### src/rtl/tictactoe_ai_engine.sv
// Sequential N x N tic-tac-toe move engine.
// Scores one cell per clock: win > block > centre > corner > other.
module tictactoe_ai_engine #(
  parameter int N = 3
) (
  input  logic                     clk,
  input  logic                     rst,
  input  logic                     start,
  input  logic [N*N-1:0]           x_state,
  input  logic [N*N-1:0]           o_state,
  input  logic                     ai_is_x,
  output logic                     busy,
  output logic                     done,
  output logic [N*N-1:0]           move,
  output logic [$clog2(N*N)-1:0]   move_idx,
  output logic                     no_move,
  output logic                     illegal
);

  localparam int CELLS = N * N;
  localparam int IDXW  = $clog2(CELLS);
  localparam int RW    = $clog2(N);
  localparam bit ODD   = (N % 2) == 1;
  localparam logic [IDXW-1:0] LAST   = IDXW'(CELLS - 1);
  localparam logic [IDXW-1:0] CENTRE = IDXW'((CELLS - 1) / 2);
  localparam logic [RW-1:0]   EDGE   = RW'(N - 1);

  typedef enum logic [1:0] {IDLE, LOAD, SCAN, DONE} state_e;

  state_e            state_q, state_d;
  logic [CELLS-1:0]  x_q, x_d, o_q, o_d;
  logic              aix_q, aix_d;
  logic [IDXW-1:0]   idx_q, idx_d;
  logic [RW-1:0]     row_q, row_d, col_q, col_d;
  logic              bv_q, bv_d;
  logic [2:0]        bs_q, bs_d;
  logic [IDXW-1:0]   bi_q, bi_d;
  logic              ill_q, ill_d;
  logic              done_q, done_d;
  logic [CELLS-1:0]  move_q, move_d;
  logic [IDXW-1:0]   midx_q, midx_d;
  logic              nm_q, nm_d;
  logic              il_q, il_d;

  // Cell-indexed views: bit i is cell i (row*N+col).
  logic [CELLS-1:0]  xc, oc, cur, rowm, colm, dgm, anm;
  logic [CELLS-1:0]  ai_t, op_t;
  logic              on_dg, on_an;
  logic              win, blk, empty, corner, centre;
  logic [2:0]        score;

  function automatic logic full(input logic [CELLS-1:0] m,
                                input logic [CELLS-1:0] k);
    return (m & k) == k;
  endfunction

  always_comb begin
    xc   = '0;
    oc   = '0;
    cur  = '0;
    rowm = '0;
    colm = '0;
    dgm  = '0;
    anm  = '0;
    for (int j = 0; j < CELLS; j++) begin
      xc[j]   = x_q[CELLS-1-j];
      oc[j]   = o_q[CELLS-1-j];
      cur[j]  = (j == int'(idx_q));
      rowm[j] = (j / N == int'(row_q));
      colm[j] = (j % N == int'(col_q));
      dgm[j]  = (j / N == j % N);
      anm[j]  = (j / N + j % N == N - 1);
    end
  end

  always_comb begin
    ai_t   = (aix_q ? xc : oc) | cur;
    op_t   = (aix_q ? oc : xc) | cur;
    on_dg  = row_q == col_q;
    on_an  = (int'(row_q) + int'(col_q)) == N - 1;
    win    = full(ai_t, rowm) || full(ai_t, colm) ||
             (on_dg && full(ai_t, dgm)) ||
             (on_an && full(ai_t, anm));
    blk    = full(op_t, rowm) || full(op_t, colm) ||
             (on_dg && full(op_t, dgm)) ||
             (on_an && full(op_t, anm));
    empty  = ((xc | oc) & cur) == '0;
    centre = ODD && (idx_q == CENTRE);
    corner = (row_q == '0 || row_q == EDGE) &&
             (col_q == '0 || col_q == EDGE);
    if (win)         score = 3'd4;
    else if (blk)    score = 3'd3;
    else if (centre) score = 3'd2;
    else if (corner) score = 3'd1;
    else             score = 3'd0;
  end

  always_comb begin
    state_d = state_q;
    x_d     = x_q;
    o_d     = o_q;
    aix_d   = aix_q;
    idx_d   = idx_q;
    row_d   = row_q;
    col_d   = col_q;
    bv_d    = bv_q;
    bs_d    = bs_q;
    bi_d    = bi_q;
    ill_d   = ill_q;
    done_d  = 1'b0;
    move_d  = move_q;
    midx_d  = midx_q;
    nm_d    = nm_q;
    il_d    = il_q;
    unique case (state_q)
      IDLE: begin
        if (start) begin
          x_d     = x_state;
          o_d     = o_state;
          aix_d   = ai_is_x;
          state_d = LOAD;
        end
      end
      LOAD: begin
        if ((x_q & o_q) != '0) begin
          ill_d   = 1'b1;
          state_d = DONE;
        end else begin
          ill_d   = 1'b0;
          bv_d    = 1'b0;
          idx_d   = '0;
          row_d   = '0;
          col_d   = '0;
          state_d = SCAN;
        end
      end
      SCAN: begin
        if (empty && (!bv_q || score > bs_q)) begin
          bv_d = 1'b1;
          bs_d = score;
          bi_d = idx_q;
        end
        if (idx_q == LAST) begin
          state_d = DONE;
        end else begin
          idx_d = idx_q + 1'b1;
          if (col_q == EDGE) begin
            col_d = '0;
            row_d = row_q + 1'b1;
          end else begin
            col_d = col_q + 1'b1;
          end
        end
      end
      DONE: begin
        done_d = 1'b1;
        il_d   = ill_q;
        nm_d   = !ill_q && !bv_q;
        midx_d = (ill_q || !bv_q) ? '0 : bi_q;
        for (int j = 0; j < CELLS; j++) begin
          move_d[CELLS-1-j] = bv_q && !ill_q && (j == int'(bi_q));
        end
        state_d = IDLE;
      end
      default: state_d = IDLE;
    endcase
  end

  always_ff @(posedge clk or posedge rst) begin
    if (rst) begin
      state_q <= IDLE;
      x_q     <= '0;
      o_q     <= '0;
      aix_q   <= 1'b0;
      idx_q   <= '0;
      row_q   <= '0;
      col_q   <= '0;
      bv_q    <= 1'b0;
      bs_q    <= '0;
      bi_q    <= '0;
      ill_q   <= 1'b0;
      done_q  <= 1'b0;
      move_q  <= '0;
      midx_q  <= '0;
      nm_q    <= 1'b0;
      il_q    <= 1'b0;
    end else begin
      state_q <= state_d;
      x_q     <= x_d;
      o_q     <= o_d;
      aix_q   <= aix_d;
      idx_q   <= idx_d;
      row_q   <= row_d;
      col_q   <= col_d;
      bv_q    <= bv_d;
      bs_q    <= bs_d;
      bi_q    <= bi_d;
      ill_q   <= ill_d;
      done_q  <= done_d;
      move_q  <= move_d;
      midx_q  <= midx_d;
      nm_q    <= nm_d;
      il_q    <= il_d;
    end
  end

  assign busy     = (state_q == LOAD) || (state_q == SCAN);
  assign done     = done_q;
  assign move     = move_q;
  assign move_idx = midx_q;
  assign no_move  = nm_q;
  assign illegal  = il_q;

endmodule

### config.mk
export PLATFORM = sky130hd
export DESIGN_NAME = tictactoe_ai_engine
export DESIGN_NICKNAME = d
export VERILOG_FILES = /design/src/rtl/tictactoe_ai_engine.sv
export SDC_FILE = /design/constraint.sdc
export NUM_CORES = 1
export LEC_CHECK = 0
export ABC_AREA = 1
export BUFFER_PORTS_ARGS = -buffer_cell sky130_fd_sc_hd__clkbuf_2
export CORE_MARGIN = 10
export CORE_UTILIZATION = 58
export CTS_CLUSTER_DIAMETER = 200
export CTS_CLUSTER_SIZE = 24
export DETAILED_ROUTE_END_ITERATION = 10
export PLACE_DENSITY_LB_ADDON = 0.15
export SLEW_MARGIN = 25
export SYNTH_ARGS = -nofsm -noshare
export SYNTH_HDL_FRONTEND = slang
export SYNTH_SLANG_ARGS = --single-unit
### constraint.sdc
create_clock -name clk -period 4.1 [get_ports clk]
set_clock_uncertainty 0.2 [all_clocks]
set_input_delay 0.205 -clock clk [delete_from_list [all_inputs] [get_ports clk]]
set_output_delay 0.205 -clock clk [all_outputs]
set_load 0.005 [all_outputs]
# Yosys cells after proc, flatten, opt, wreduce, memory -nomap -nowiden
# Index checks and enable logic that the tools add are counted.
# word_totals
wordCells	145
output_inout_bits	17
regBits	54
inputBits	22
# classes
reduce_logical	46
n_lt_le_gt_ge	1
eq_ne	43
mux	26
addsub	4
bitwise	9
# op_table
cell	count
$and A9 B9 Y9	6
$eq A4 B4 Y1 const A	10
$eq A9 B9 Y1	4
$or A9 B9 Y9	3
$mux W2	9
$mux W9	2
$logic_and A1 B1 Y1	17
$eq A3 B4 Y1 const A	4
$eq A3 B3 Y1 const B	4
$mux W4	3
$ne A2 B2 Y1 const B	6
$logic_or A1 B1 Y1	11
$logic_not A2 Y1	5
$logic_not A9 Y1	1
$reduce_bool A9 Y1	1
$eq A2 B2 Y1 const A	4
$eq A2 B2 Y1 const B	4
$eq A2 B4 Y1 const A	2
$logic_not A4 Y1	2
$pmux W2 S2	2
$pmux W2 S4	1
$pmux W4 S2	1
$mux W1	6
$reduce_and A2 Y1	3
other kinds (15)	18

# Depth between registers and ports, before layout
# depth
depth_word	14
mapped_depth	19
ltp_nobuf	17

# Least setup slack after synthesis
# OpenSTA, ideal clock, no wires.
# synth_path
path_kind	reg-to-reg
startpoint	reg row_q[0]
endpoint	reg bi_q[0]
arrival_ns	2.697
required_time_ns	3.780
synth_period_minus_slack_ns	3.017
n_path_buf	1
path_stages_with_launch	19
setup_slack_ns	1.083
setup_time_ns	0.120
path_cell_list	dfrtp_1 ha_1 inv_1 fa_1 nor3b_1 nand3_1 nand2_1 nand2_1 nand2_1 nor2_4 and2_1 ha_1 nand2_1 o21ai_0 a21oi_1 nand3b_4 buf_6 nand2_2 o21ai_2
# synth_via
elab_chain_cells	12
# synth_rtl
element	line	rtl
start, declared	34	logic [RW-1:0] row_q, row_d, col_q, col_d;
start signal, assigned	193	row_q <= row_d;
$eq A2 B2 Y1 or $logic_not A2 Y1 (tied branches)	69	rowm[j] = (j / N == int'(row_q));
$and A9 B9 Y9	54	return (m & k) == k;
$eq A9 B9 Y1	54	
$logic_or A1 B1 Y1 (2 in a row)	84	blk = full(op_t, rowm) || full(op_t, colm) ||
$logic_or A1 B1 Y1	85	(on_dg && full(op_t, dgm)) ||
$mux W2	92	else if (blk) score = 3'd3;
$mux W3 (*)	91	if (win) score = 3'd4;
net score[1]	50	logic [2:0] score;
$gt A3 B3 Y1 (*)	138	if (empty && (!bv_q || score > bs_q)) begin
$logic_or A1 B1 Y1 (*)	138	
$logic_and A1 B1 Y1 (*)	138	
$reduce_and A2 Y1 (no line) (*)	-	
end signal, assigned	197	bi_q <= bi_d;
end, declared	37	logic [IDXW-1:0] bi_q, bi_d;
# The timed path passes the listed nets; every way through them passes the cells marked *.
# A chain may end at the register's enable or synchronous reset.

# Worst setup path after layout
# layout_path
startpoint	reg aix_q
endpoint	reg bi_q[2]
# layout_rtl
element	line	rtl
start, declared	32	logic aix_q, aix_d;
start signal, assigned	191	aix_q <= aix_d;
$mux W9 (*)	77	ai_t = (aix_q ? xc : oc) | cur;
$or A9 B9 Y9 (*)	77	
$and A9 B9 Y9	54	
$eq A9 B9 Y1	54	
$logic_or A1 B1 Y1 (2 in a row)	81	win = full(ai_t, rowm) || full(ai_t, colm) ||
$logic_or A1 B1 Y1 (*)	82	(on_dg && full(ai_t, dgm)) ||
$mux W3 (*)	91	
net score[2]	50	
$gt A3 B3 Y1 (*)	138	
$logic_or A1 B1 Y1 (*)	138	
$logic_and A1 B1 Y1 (*)	138	
$reduce_and A2 Y1 (no line) (*)	-	
# Marked as above.

==> impl_results.md <==
* CTS tree: built
* Worst Setup End Kind: flop
* Avg Cell Area, Syn at 7.878 µm²
* Distinct cells, synth at 36
* N_diodes at 0
* Vias at 2810
* # port buffers at 38
* P&R area growth vs syn at 16.40%
* Lkg Pwr at 1.878 nW
* Routed Antenna Nets at 0
* Ratio of cells with drive above 1 in the final layout at 0.1656
* DIE AREA at 0.008815 mm²
* Total gr overflow at 0
* Largest net degree at the start of global routing at 55
* Synth Register Bits at 54
* Worst-Margin Slew at 0.6598 ns
* Max_cap viols at 0
* Drt first-iter violations at 152
* Power Total at 2.629 mW
* Slew headroom at 0.5601
* Crit start category: flop
* # DRC at 0
* Max Clk Rate at 304.2 MHz
* Hold_ws at 0.1047 ns
* Period utilisation layout at 0.8018
* Ys async rst share at 1.000
* Post-CTS Setup Inserts at 0
* Critical-path maximum fanout at 19
* Top_reg_cell synth: dfrtp_1
* Setup-failing EPs final at 0
* Pins Over Slew Limit at 0
* Worst EP arrival at 3.30 ns
* Cells after Synth at 402
* Total detailed-routing wirelength at 7.239 mm
* Initial antenna violation count at 0
* Worst hold path class: input port to flop
* Seq/Total Area, Yosys at 0.4267
* Die H at 93.89 µm
* Row cnt at 26
* # IOs at 39
* Core area at 0.005205 mm²
* Final hold vios at 0
* Clk root buf: clkbuf_8
* Unrepaired setup endpoints after global routing: no
* VDD IR max at 0.3508 mV
* Fin util at 0.7082
* Setup TNS at 0 ns
* Worst-Skew Late Latency at 0.31 ns
* CTS clock-pin slew for the worst setup and hold paths at 0.10 ns
* WS Path Type: flop to flop
* Power Dens Cells at 713.3 mW/mm²
* Fin crit period at 3.287 ns
* Cts bufs inserted at 5
* Post-synth EDFFs at 0
* Die X at 93.89 µm
* Syn. warnings at 0
* Gr usage total at 0.1743
* Post-cts gate resize count at 0
* WL per Instance at 13.68 µm
* Initial core utilization at 0.6084
* Routability Congestion at 0.9817
* Status: completed
* Vias/cell at 5.312
* CTS sink count at 54
* Post-Syn Area at 0.003167 mm²
* Syn Nets at 443
* Vias in the first global route at 2808
* Crit path required time at 4.11 ns
* First-pass GRT wire length at 12.61 mm
* H-tree Lvls at 2
* Nets at 499
* HPWL Detailed at 5.533 mm
* CTS Buffer Depth at 2
* Drt pass-1 iters at 4
[metal layers]
layer  global-route usage  vias to the layer above  share of wire
met5                    0                        -              0
met4              0.09114                        0          0.030
met3              0.04157                       23          0.054
met2               0.2782                       80           0.48
met1               0.2133                     1281           0.43
li1                     -                     1426              -
[placed cells by master (no fill, tap or decap), drive strengths merged]
| master | synthesis | final |
|---|---|---|
| inv | 40 | 41 |
| nor3b | 1 | 1 |
| and2 | 1 | 1 |
| a22o | 1 | 1 |
| nor3 | 1 | 1 |
| dlygate4sd3 | 0 | 20 |
| fa | 1 | 1 |
| and3 | 1 | 1 |
| xnor2 | 1 | 1 |
| a31oi | 1 | 1 |
| clkbuf | 4 | 43 |
| nand4 | 2 | 2 |
| dfrtp | 54 | 54 |
| xor2 | 1 | 1 |
| o22ai | 3 | 3 |
| clkinvlp | 0 | 1 |
| ha | 18 | 18 |
| o21ai | 31 | 31 |
| nand3b | 2 | 2 |
| nor2 | 41 | 41 |
| mux2 | 6 | 6 |
| a22oi | 1 | 1 |
| nand3 | 47 | 47 |
| nand2 | 113 | 113 |
| a21oi | 24 | 24 |
| o41ai | 1 | 1 |
| clkinv | 1 | 2 |
[worst max-delay path: stages, from the launching register on]
cell and delay (ns):
dfrtp_1 0.78, inv_4 0.21, nand2_1 0.11, nand3_1 0.17, nand3_1 0.14, nand2_1 0.06, nand3_1 0.08, nand2_1 0.08
nor2_4 0.14, inv_1 0.07, ha_1 0.33, nand2_1 0.07, o21ai_0 0.15, a21oi_1 0.10, nand3b_4 0.29, nand2_1 0.14
o21ai_2 0.05
[kinds of logic (layout without fill, tap and decap cells)]
group,Yosys count,in the layout,synth area share
buffers and inverters,50,107,0.06756
DFF,54,54,0.4267
xor gates and xnor gates,2,2,0.005532
adders and majority gates,19,19,0.07744
and+or+nand+nor,209,209,0.2916
AOI/OAI and AO/OA,62,62,0.1098
muxes,6,6,0.02133
[through the flow]
step	instance area [µm²]	worst slack [ns]	std cells
floorplan	3167	1.083	402
global placement	3387	0.9651	501
detailed placement	3390	0.8180	501
CTS	3684	0.8123	529
global route	3686	0.5585	529
finish	3686	0.8127	529
[area by class of cell]
cell class	count	area, µm²
sequential	54	1351
clock inverter	3	25.02
tap	70	87.58
inverter	41	158.9
multi-input combinational	298	1604
clock buffer	5	68.82
fill	445	1519
timing repair buffer	58	390.4
[synth_stat cells (2+ instances only)]
master    count  area, µm²
nor2_1       38      142.6
nor2_2        2      12.51
inv_2         2      7.510
nand2_1     108      405.4
o21ai_0      25      125.1
a21oi_1      24      120.1
dfrtp_1      54       1351
buf_6         2      22.52
clkbuf_1      4      15.01
mux2_2        6      67.56
nand2_2       5      31.28
o21ai_2       6      52.55
inv_1        37      138.9
ha_1         18      225.2
nand3_2       2      20.02
nand4_1       2      12.51
nand3_1      45      225.2
o22ai_1       3      18.77
buf_4         2      15.01
[power by group]
group          internal (mW)  total (mW)  leakage (nW)  switching [mW]
sequential             0.702       0.867         0.679           0.165
combinational          0.524        1.45          1.15           0.929
clock                  0.124       0.310        0.0447           0.186
total                   1.35        2.63          1.88            1.28
[repair_timing]
action	4_1_cts	5_1_grt
endpoints found under the hold margin	73	0
endpoints found under the setup margin	0	0
hold buffers	20	0
[path summary, 6_finish.rpt]
kind	slack, ns	cells after the start	to	start
max in group asynchronous	2.95	3	row_q[0]$_DFFE_PP0P_	rst
worst max-delay path	0.81	16	bi_q[2]$_DFFE_PP0P_	aix_q$_DFFE_PP0P_
worst min-delay path	0.10	5	state_q[0]$_DFFE_PP0P_	start
min in group asynchronous	0.33	3	idx_q[2]$_DFFE_PP0P_	rst
worst min register to register	0.29	2	move[8]$_DFFE_PP0P_	move[8]$_DFFE_PP0P_
worst max register to register	0.81	16	bi_q[2]$_DFFE_PP0P_	aix_q$_DFFE_PP0P_
[registers in the layout, summed over array words and instances (netlist names)]
signal / flops
ill_q: 1
o_q: 9
move_idx: 4
bs_q: 3
col_q: 2
illegal: 1
bi_q: 4
state_q: 2
row_q: 2
no_move: 1
x_q: 9
bv_q: 1
aix_q: 1
move: 9
done: 1
idx_q: 4
Note: power is estimated with default switching activity, not from simulation.
